--- src/rtl/fabric_cfg_pkg.sv ---
// Shared constants, field map and FSM state type for the fabric configuration loader.
package fabric_cfg_pkg;

  localparam int unsigned CFG_BITS    = 871;
  localparam int unsigned CFG_BYTES   = (CFG_BITS + 7) / 8;
  localparam int unsigned SHADOW_BITS = CFG_BYTES * 8;
  localparam int unsigned IDX_W       = $clog2(CFG_BYTES);

  localparam logic [7:0]  SYNC_BYTE   = 8'hA5;
  localparam int unsigned TIMEOUT     = 1024;
  localparam int unsigned TMO_W       = $clog2(TIMEOUT + 1);

  localparam int unsigned BLE_LSB = 0;   localparam int unsigned BLE_W = 9;
  localparam int unsigned IO_LSB  = 9;   localparam int unsigned IO_W  = 4;
  localparam int unsigned LUT_LSB = 13;  localparam int unsigned LUT_W = 144;
  localparam int unsigned SB_LSB  = 157; localparam int unsigned SB_W  = 240;
  localparam int unsigned CB_LSB  = 397; localparam int unsigned CB_W  = 420;
  localparam int unsigned SDB_LSB = 817; localparam int unsigned SDB_W = 36;
  localparam int unsigned SD_LSB  = 853; localparam int unsigned SD_W  = 18;

  typedef enum logic [1:0] {
    IDLE,
    LOAD,
    CHECK,
    COMMIT
  } state_e;

endpackage

--- src/rtl/cfg_shadow_reg.sv ---
// Byte-addressed shadow register collecting the payload, with a running XOR of written bytes.
module cfg_shadow_reg
  import fabric_cfg_pkg::*;
(
  input  logic                   clk,
  input  logic                   rst,
  input  logic                   clr_i,
  input  logic                   we_i,
  input  logic [IDX_W-1:0]       idx_i,
  input  logic [7:0]             data_i,
  output logic [SHADOW_BITS-1:0] shadow_o,
  output logic [7:0]             xor_o
);

  logic [SHADOW_BITS-1:0] shadow_q;
  logic [7:0]             xor_q;

  always_ff @(posedge clk or posedge rst) begin
    if (rst) begin
      shadow_q <= '0;
      xor_q    <= '0;
    end else if (clr_i) begin
      xor_q <= '0;
    end else if (we_i) begin
      shadow_q[{idx_i, 3'b000} +: 8] <= data_i;
      xor_q                          <= xor_q ^ data_i;
    end
  end

  assign shadow_o = shadow_q;
  assign xor_o    = xor_q;

endmodule

--- src/rtl/fabric_config_loader.sv ---
// Framed bitstream loader: SYNC, payload into shadow, XOR check, atomic commit to active config.
module fabric_config_loader
  import fabric_cfg_pkg::*;
(
  input  logic          clk,
  input  logic          reset,
  input  logic [7:0]    cfg_byte,
  input  logic          cfg_valid,
  output logic          cfg_ready,
  output logic [8:0]    BLE_dff_select,
  output logic [3:0]    IO_sel,
  output logic [143:0]  LUT_in,
  output logic [239:0]  SB_in,
  output logic [419:0]  CB_in,
  output logic [35:0]   sel_direction_BLEout,
  output logic [17:0]   sel_direction,
  output logic          fabric_reset,
  output logic          cfg_done,
  output logic          cfg_error
);

  state_e                 state_q, state_d;
  logic [IDX_W-1:0]       cnt_q, cnt_d;
  logic [TMO_W-1:0]       tmo_q, tmo_d;
  logic                   err_q, err_d;
  logic                   done_q, done_d;
  logic                   frst_q, frst_d;
  logic [CFG_BITS-1:0]    active_q, active_d;
  logic                   sh_clr, sh_we;
  logic [SHADOW_BITS-1:0] shadow;
  logic [7:0]             run_xor;
  logic                   xfer;
  logic                   pad_unused;

  cfg_shadow_reg u_shadow (
    .clk      (clk),
    .rst      (reset),
    .clr_i    (sh_clr),
    .we_i     (sh_we),
    .idx_i    (cnt_q),
    .data_i   (cfg_byte),
    .shadow_o (shadow),
    .xor_o    (run_xor)
  );

  assign pad_unused = shadow[SHADOW_BITS-1];
  assign xfer       = cfg_valid && cfg_ready;

  always_comb begin
    state_d   = state_q;
    cnt_d     = cnt_q;
    tmo_d     = tmo_q;
    err_d     = err_q;
    done_d    = done_q;
    // Held high until the first commit, then only the one-cycle commit pulse.
    frst_d    = done_q ? 1'b0 : frst_q;
    active_d  = active_q;
    cfg_ready = 1'b1;
    sh_clr    = 1'b0;
    sh_we     = 1'b0;
    unique case (state_q)
      IDLE: begin
        if (xfer && cfg_byte == SYNC_BYTE) begin
          sh_clr  = 1'b1;
          cnt_d   = '0;
          tmo_d   = '0;
          err_d   = 1'b0;
          state_d = LOAD;
        end
      end
      LOAD: begin
        if (xfer) begin
          sh_we = 1'b1;
          tmo_d = '0;
          cnt_d = cnt_q + 1'b1;
          if (cnt_q == IDX_W'(CFG_BYTES - 1)) state_d = CHECK;
        end else if (tmo_q == TMO_W'(TIMEOUT - 1)) begin
          err_d   = 1'b1;
          state_d = IDLE;
        end else begin
          tmo_d = tmo_q + 1'b1;
        end
      end
      CHECK: begin
        if (xfer) begin
          tmo_d = '0;
          if (cfg_byte == run_xor) begin
            state_d = COMMIT;
          end else begin
            err_d   = 1'b1;
            state_d = IDLE;
          end
        end else if (tmo_q == TMO_W'(TIMEOUT - 1)) begin
          err_d   = 1'b1;
          state_d = IDLE;
        end else begin
          tmo_d = tmo_q + 1'b1;
        end
      end
      COMMIT: begin
        cfg_ready = 1'b0;
        active_d  = shadow[CFG_BITS-1:0];
        done_d    = 1'b1;
        frst_d    = 1'b1;
        state_d   = IDLE;
      end
      default: state_d = IDLE;
    endcase
  end

  always_ff @(posedge clk or posedge reset) begin
    if (reset) begin
      state_q  <= IDLE;
      cnt_q    <= '0;
      tmo_q    <= '0;
      err_q    <= 1'b0;
      done_q   <= 1'b0;
      frst_q   <= 1'b1;
      active_q <= '0;
    end else begin
      state_q  <= state_d;
      cnt_q    <= cnt_d;
      tmo_q    <= tmo_d;
      err_q    <= err_d;
      done_q   <= done_d;
      frst_q   <= frst_d;
      active_q <= active_d;
    end
  end

  assign BLE_dff_select       = active_q[BLE_LSB +: BLE_W];
  assign IO_sel               = active_q[IO_LSB  +: IO_W];
  assign LUT_in               = active_q[LUT_LSB +: LUT_W];
  assign SB_in                = active_q[SB_LSB  +: SB_W];
  assign CB_in                = active_q[CB_LSB  +: CB_W];
  assign sel_direction_BLEout = active_q[SDB_LSB +: SDB_W];
  assign sel_direction        = active_q[SD_LSB  +: SD_W];
  assign fabric_reset         = frst_q;
  assign cfg_done             = done_q;
  assign cfg_error            = err_q;

endmodule

--- config.mk ---
export PLATFORM = sky130hd
export DESIGN_NAME = fabric_config_loader
export DESIGN_NICKNAME = d
export VERILOG_FILES = /design/src/rtl/fabric_cfg_pkg.sv /design/src/rtl/cfg_shadow_reg.sv /design/src/rtl/fabric_config_loader.sv
export SDC_FILE = /design/constraint.sdc
export NUM_CORES = 2
export LEC_CHECK = 0
export ABC_AREA = 0
export BUFFER_PORTS_ARGS = -buffer_cell sky130_fd_sc_hd__buf_2
export CAP_MARGIN = 20
export CORE_MARGIN = 2
export CORE_UTILIZATION = 43
export CTS_BUF_LIST = sky130_fd_sc_hd__clkbuf_16
export CTS_CLUSTER_DIAMETER = 80
export DETAILED_ROUTE_END_ITERATION = 8
export GPL_ROUTABILITY_DRIVEN = 0
export REMOVE_ABC_BUFFERS = 1
export SLEW_MARGIN = 20
export SYNTH_ARGS = -nofsm -noshare
export SYNTH_HDL_FRONTEND = slang
export SYNTH_SLANG_ARGS = --single-unit
--- constraint.sdc ---
create_clock -name clk -period 139.8 [get_ports clk]
set_input_delay 20.97 -clock clk [delete_from_list [all_inputs] [get_ports clk]]
set_output_delay 20.97 -clock clk [all_outputs]
set_load 0.005 [all_outputs]
# Yosys cells after proc, flatten, opt, wreduce, memory -nomap -nowiden
# Index checks and enable logic that the tools add are counted.
dict set report word_totals {
  register_bits 1774
  in_bits 11
  out_inout_bits 875
  wordCells 73
}
dict set report classes {
  addsub 3
  n_eq_ne 13
  shift 2
  muxes 30
  n_bitwise 2
  n_reduce_logical 14
}
# op count
set op_table {}
lappend op_table {{872-bit bitwise mux} 1}
lappend op_table {{8-bit by 12-bit variable shift with 872-bit output (first input constant)} 1}
lappend op_table {{8-bit by 12-bit variable part select with 872-bit output} 1}
lappend op_table {{11-bit two-way mux} 3}
lappend op_table {{11-bit one-hot mux with 2 select lines} 1}
lappend op_table {{8-bit two-way mux} 2}
lappend op_table {{7-bit two-way mux} 2}
lappend op_table {{7-bit one-hot mux with 2 select lines} 1}
lappend op_table {{1-bit two-way mux} 12}
lappend op_table {{2-bit two-way mux} 6}
lappend op_table {{10-bit negation with 12-bit output} 1}
lappend op_table {{11-bit by 1-bit adder with 11-bit output (second input constant)} 1}
lappend op_table {{11-bit by 10-bit == test with 1-bit output (second input constant)} 1}
lappend op_table {{3-bit != test (second input constant)} 3}
lappend op_table {{8-bit == test} 1}
lappend op_table {{8-bit == test (second input constant)} 1}
lappend op_table {{2-bit one-hot mux with 4 select lines} 1}
lappend op_table {{2-bit nonzero test} 4}
lappend op_table {{8-bit bitwise XOR} 1}
lappend op_table {{7-bit by 1-bit adder with 7-bit output (second input constant)} 1}
lappend op_table {{7-bit == test (second input constant)} 1}
lappend op_table {{2-bit != test (second input constant)} 3}
lappend op_table {{3-bit AND reduction} 2}
lappend op_table {{2-bit == test (second input constant)} 2}
lappend op_table {{9 further kinds} 11}

# Longest topological paths before layout
dict set report logic_depth {
  word_depth 8
  ltp_mapped 12
  depth_no_buf 7
}

# Modules after synthesis
# Synthesis repeated with hierarchy kept, for this count alone.
dict set report unflattened {
  hier_cells 4446
  hier_area_um2 68937.4
}
# mod n_inst cells_per_inst area_each_um2 seq_area_each_um2
set by_module_without_submodules {}
lappend by_module_without_submodules {cfg_shadow_reg 1 2439 35421.5 22021.1}
lappend by_module_without_submodules {fabric_config_loader 1 2007 33515.9 22372.7}

# Worst setup path before layout
# OpenSTA, ideal clock, no wires.
dict set report synth_timing {
  path_kind {input to register}
  from {in cfg_byte[5]}
  to {reg u_shadow.shadow_q[100] (netlist: u_shadow.shadow_o[100])}
  arrival_time_ns 22.923
  t_required_ns 139.675
  setup_slack_ns 116.752
  cell_stages 7
  path_buffers 2
  cell_sequence {clkbuf_1 > and4bb_2 > nand4_2 > clkbuf_1 > nand4_1 > nor2_2 > mux2_2}
}
dict set report synth_between {
  elab_chain_cells 6
  elab_cells_between_ends 8
  cone_classes {1 x eq/ne; 1 x shift; 3 x mux; 1 x bitwise; 2 x reduce/logical}
}
# item line
set synth_lines {}
lappend synth_lines {{start: declaration} fabric_config_loader.sv:7} ;# input logic [7:0] cfg_byte,
lappend synth_lines {{8-bit == test} fabric_config_loader.sv:63} ;# if (xfer && cfg_byte == SYNC_BYTE) begin
lappend synth_lines {{1-bit logical AND} fabric_config_loader.sv:63}
lappend synth_lines {{1-bit two-way mux} fabric_config_loader.sv:63}
lappend synth_lines {{1-bit two-way mux} fabric_config_loader.sv:61} ;# unique case (state_q)
lappend synth_lines {{1-bit inverter (no line)} --}
lappend synth_lines {{2-bit AND reduction (no line)} --}
lappend synth_lines {{end signal: indexed assignment} cfg_shadow_reg.sv:25} ;# shadow_q[{idx_i, 3'b000} +: 8] <= data_i;
lappend synth_lines {{end: declaration} cfg_shadow_reg.sv:15} ;# logic [SHADOW_BITS-1:0] shadow_q;
# Parallel ways exist; a longest one is shown, timed or not.
# A chain may end at the register's enable or synchronous reset.

==> results.json <==
{
  "status": "finished clean",
  "overflow": 0,
  "final_util": 0.511,
  "drc": 0,
  "clock_skew_ns": 0.0526,
  "port_buffers": 885,
  "peakVddDrop_uv": 20.8,
  "worst_slack_ns": 115.60,
  "finalCritPeriodShare": 0.173,
  "clock_latency_ns": 0.86,
  "dp_slack_ns": 114.58,
  "dp.cells": 7264,
  "ys_seq_area_frac": 0.643,
  "ctsResizeCount": 0,
  "grt_pass1_wl_um": 298000,
  "avgRoutedWirePerCell_um": 27.1,
  "top_layer_used": "met4",
  "syn_avg_cell_area_um2": 15.5,
  "max_slew.worst_pin.slew_ns": 1.07,
  "syn_inst": 4440,
  "power_density_mw_per_mm2": 14.4,
  "die_h_um": 405,
  "tns_ns": 0,
  "crit_chain": "buf_2, inv_8, buf_4, buf_4, buf_4, buf_4",
  "grt_start_max_net_pins": 170,
  "met2_length_um": 98900,
  "met1_length_um": 86600,
  "grt_usage": 0.251,
  "path_class": "in2async",
  "drt-pass1-iter-count": 5,
  "ys.flop_type": "dfrtp_1",
  "nNetsFinal": 5388,
  "cp-end-kind": "async pin",
  "cts_setup_buffers": 0,
  "netlist_area_mm2": 0.0690,
  "drt_iter0_drc": 2325,
  "setup_violations": 0,
  "holdWs_ns": 0.457,
  "cpLargestDelayFamily": "buffers and inverters",
  "static-leakage-power_nw": 43.7,
  "period_needed_ns": 24.20,
  "synthesis.yosys.warnings": 0,
  "rows": 147,
  "hp-class": "reg2reg",
  "synth-xor-area-share": 0.00426,
  "cp_slowest_cell": "buf_4",
  "synth_simple_gate_area_frac": 0.0478,
  "fmax_ghz": 0.0413,
  "core-area_mm2": 0.160,
  "synth_fa_ha_area_frac": 0.00199,
  "critPathMaxFanout": 114,
  "critPathArrivalTime_ns": 25.05,
  "ys_types": 77,
  "vias_per_cell": 5.31,
  "finalNonFillerCells": 7613,
  "drt-total-wl_um": 206000,
  "ant_nets": 0,
  "synthToLayoutAreaGrowth_pct": 18.6,
  "final_common_cell": "dfrtp_1",
  "ys_ff_latch": 1773,
  "slowest_delay_ns": 0.82,
  "grt_pass1_vias": 41700,
  "start_kind": "input port",
  "initial_core_util": 0.431,
  "wl_met3_um": 14400,
  "clock_sinks": 1773,
  "vias": 40400,
  "clk_pin_slew_ns": 0.06,
  "drive_gt1_frac": 0.544,
  "final_cell_mix": "dfrtp_1 (1772), mux2_2 (1653), buf_2 (885), clkbuf_16 (186), nor2_1 (173)",
  "clock_path_buffers": 3,
  "hold_viol": 0,
  "cts_hold_buf": 0,
  "dieWidth_um": 405,
  "slew_headroom": 0.287,
  "tritoncts": "yes",
  "async_flop_share": 1.00,
  "die_area_mm2": 0.164,
  "synth_edf_count": 0,
  "htreeDepth": 4,
  "cpMostUsedCell": "buf_4",
  "maxSlewViolCount": 0,
  "dp_hpwl_um": 144000,
  "rsz0062_at_grt": "false",
  "cts_buffers": 186,
  "synthMuxAreaShare": 0.276,
  "antenna_found_initial": 6,
  "drv_cap": 0,
  "boundaryPins": 886,
  "crit_buf_inv": 6,
  "synth_compound_area_frac": 0.0122,
  "required_ns": 140.65,
  "clock-root-buffer": "clkbuf_16",
  "synth_top_family_by_area": "multiplexers"
}
logic make-up after synthesis:
group | count (synthesis)
AO/OA/AOI/OAI | 141
XOR/XNOR | 31
adder cells (fa/ha/maj) | 11
buffers and inverters | 250
flip-flops | 1773
multiplexers | 1689
AND/OR/NAND/NOR | 545
registers in the layout, summed over array words and instances, names as in the netlist:
signal,count
u_shadow.xor_o,8
active_q,871
cfg_error,1
state_q,2
cnt_q,7
u_shadow.shadow_o,871
fabric_reset,1
cfg_done,1
tmo_q,11
layout make-up:
class | count | area, µm²
multi-input combinational | 2417 | 23800
clock inverter | 157 | 1240
fill | 13800 | 78200
sequential | 1773 | 44400
inverter | 22 | 90.1
timing repair buffer | 966 | 5090
tap | 2086 | 2610
antenna | 6 | 15.0
clock buffer | 186 | 4650
cells in the mapped netlist, drive strengths merged (8+ instances only):
master	count	share of area
nand2b	8	0.00073
nand3	50	0.0045
nor3	84	0.012
mux2i	13	0.0019
or2	14	0.0013
dfrtp	1772	0.64
inv	22	0.0012
o21ai	91	0.0067
buf	65	0.0050
clkbuf	163	0.0089
nor2	194	0.011
xnor2	24	0.0033
nand2	80	0.0045
and2	17	0.0015
a21o	11	0.0012
a21oi	10	0.00078
nand4	13	0.0015
mux2	1676	0.27
or3	17	0.0017
ha	11	0.0020
nor4	22	0.0035
nand3b	15	0.0016
final timing paths:
path,startpoint,endpoint,slack [ns],cells past startpoint
worst max register to register,cnt_q[0],u_shadow.shadow_o[250],134.56,8
worst min register to register,cfg_done,fabric_reset,0.46,1
worst max-delay path,reset,active_q[840],115.60,6
worst min-delay path,cfg_done,fabric_reset,0.46,1
min in group asynchronous,reset,active_q[314],20.32,2
max in group clk,cfg_byte[1],u_shadow.shadow_o[444],115.99,8
through the flow:
step / total power [mW] / instance area (µm²)
after floorplan: 0.620 / 68100
after global placement: 0.711 / 75900
after detailed placement: 0.713 / 75900
after CTS: 1.19 / 81800
after global routing: 1.22 / 81800
final: 1.18 / 81800
metal layers:
metal / vias up / global-route usage
li1: 17600 / -
met5: - / 0
met1: 21500 / 0.324
met2: 967 / 0.404
met3: 291 / 0.0748
met4: 0 / 0.0848
report_power, final:
part | internal (mW) | total [mW] | leakage, nW | switching [mW]
Clock | 0.262 | 0.475 | 2.99 | 0.213
Combinational | 0.0323 | 0.169 | 16.1 | 0.137
Sequential | 0.523 | 0.531 | 24.6 | 0.00797
Total | 0.817 | 1.18 | 43.7 | 0.358
(Power assumes the default switching activity.)
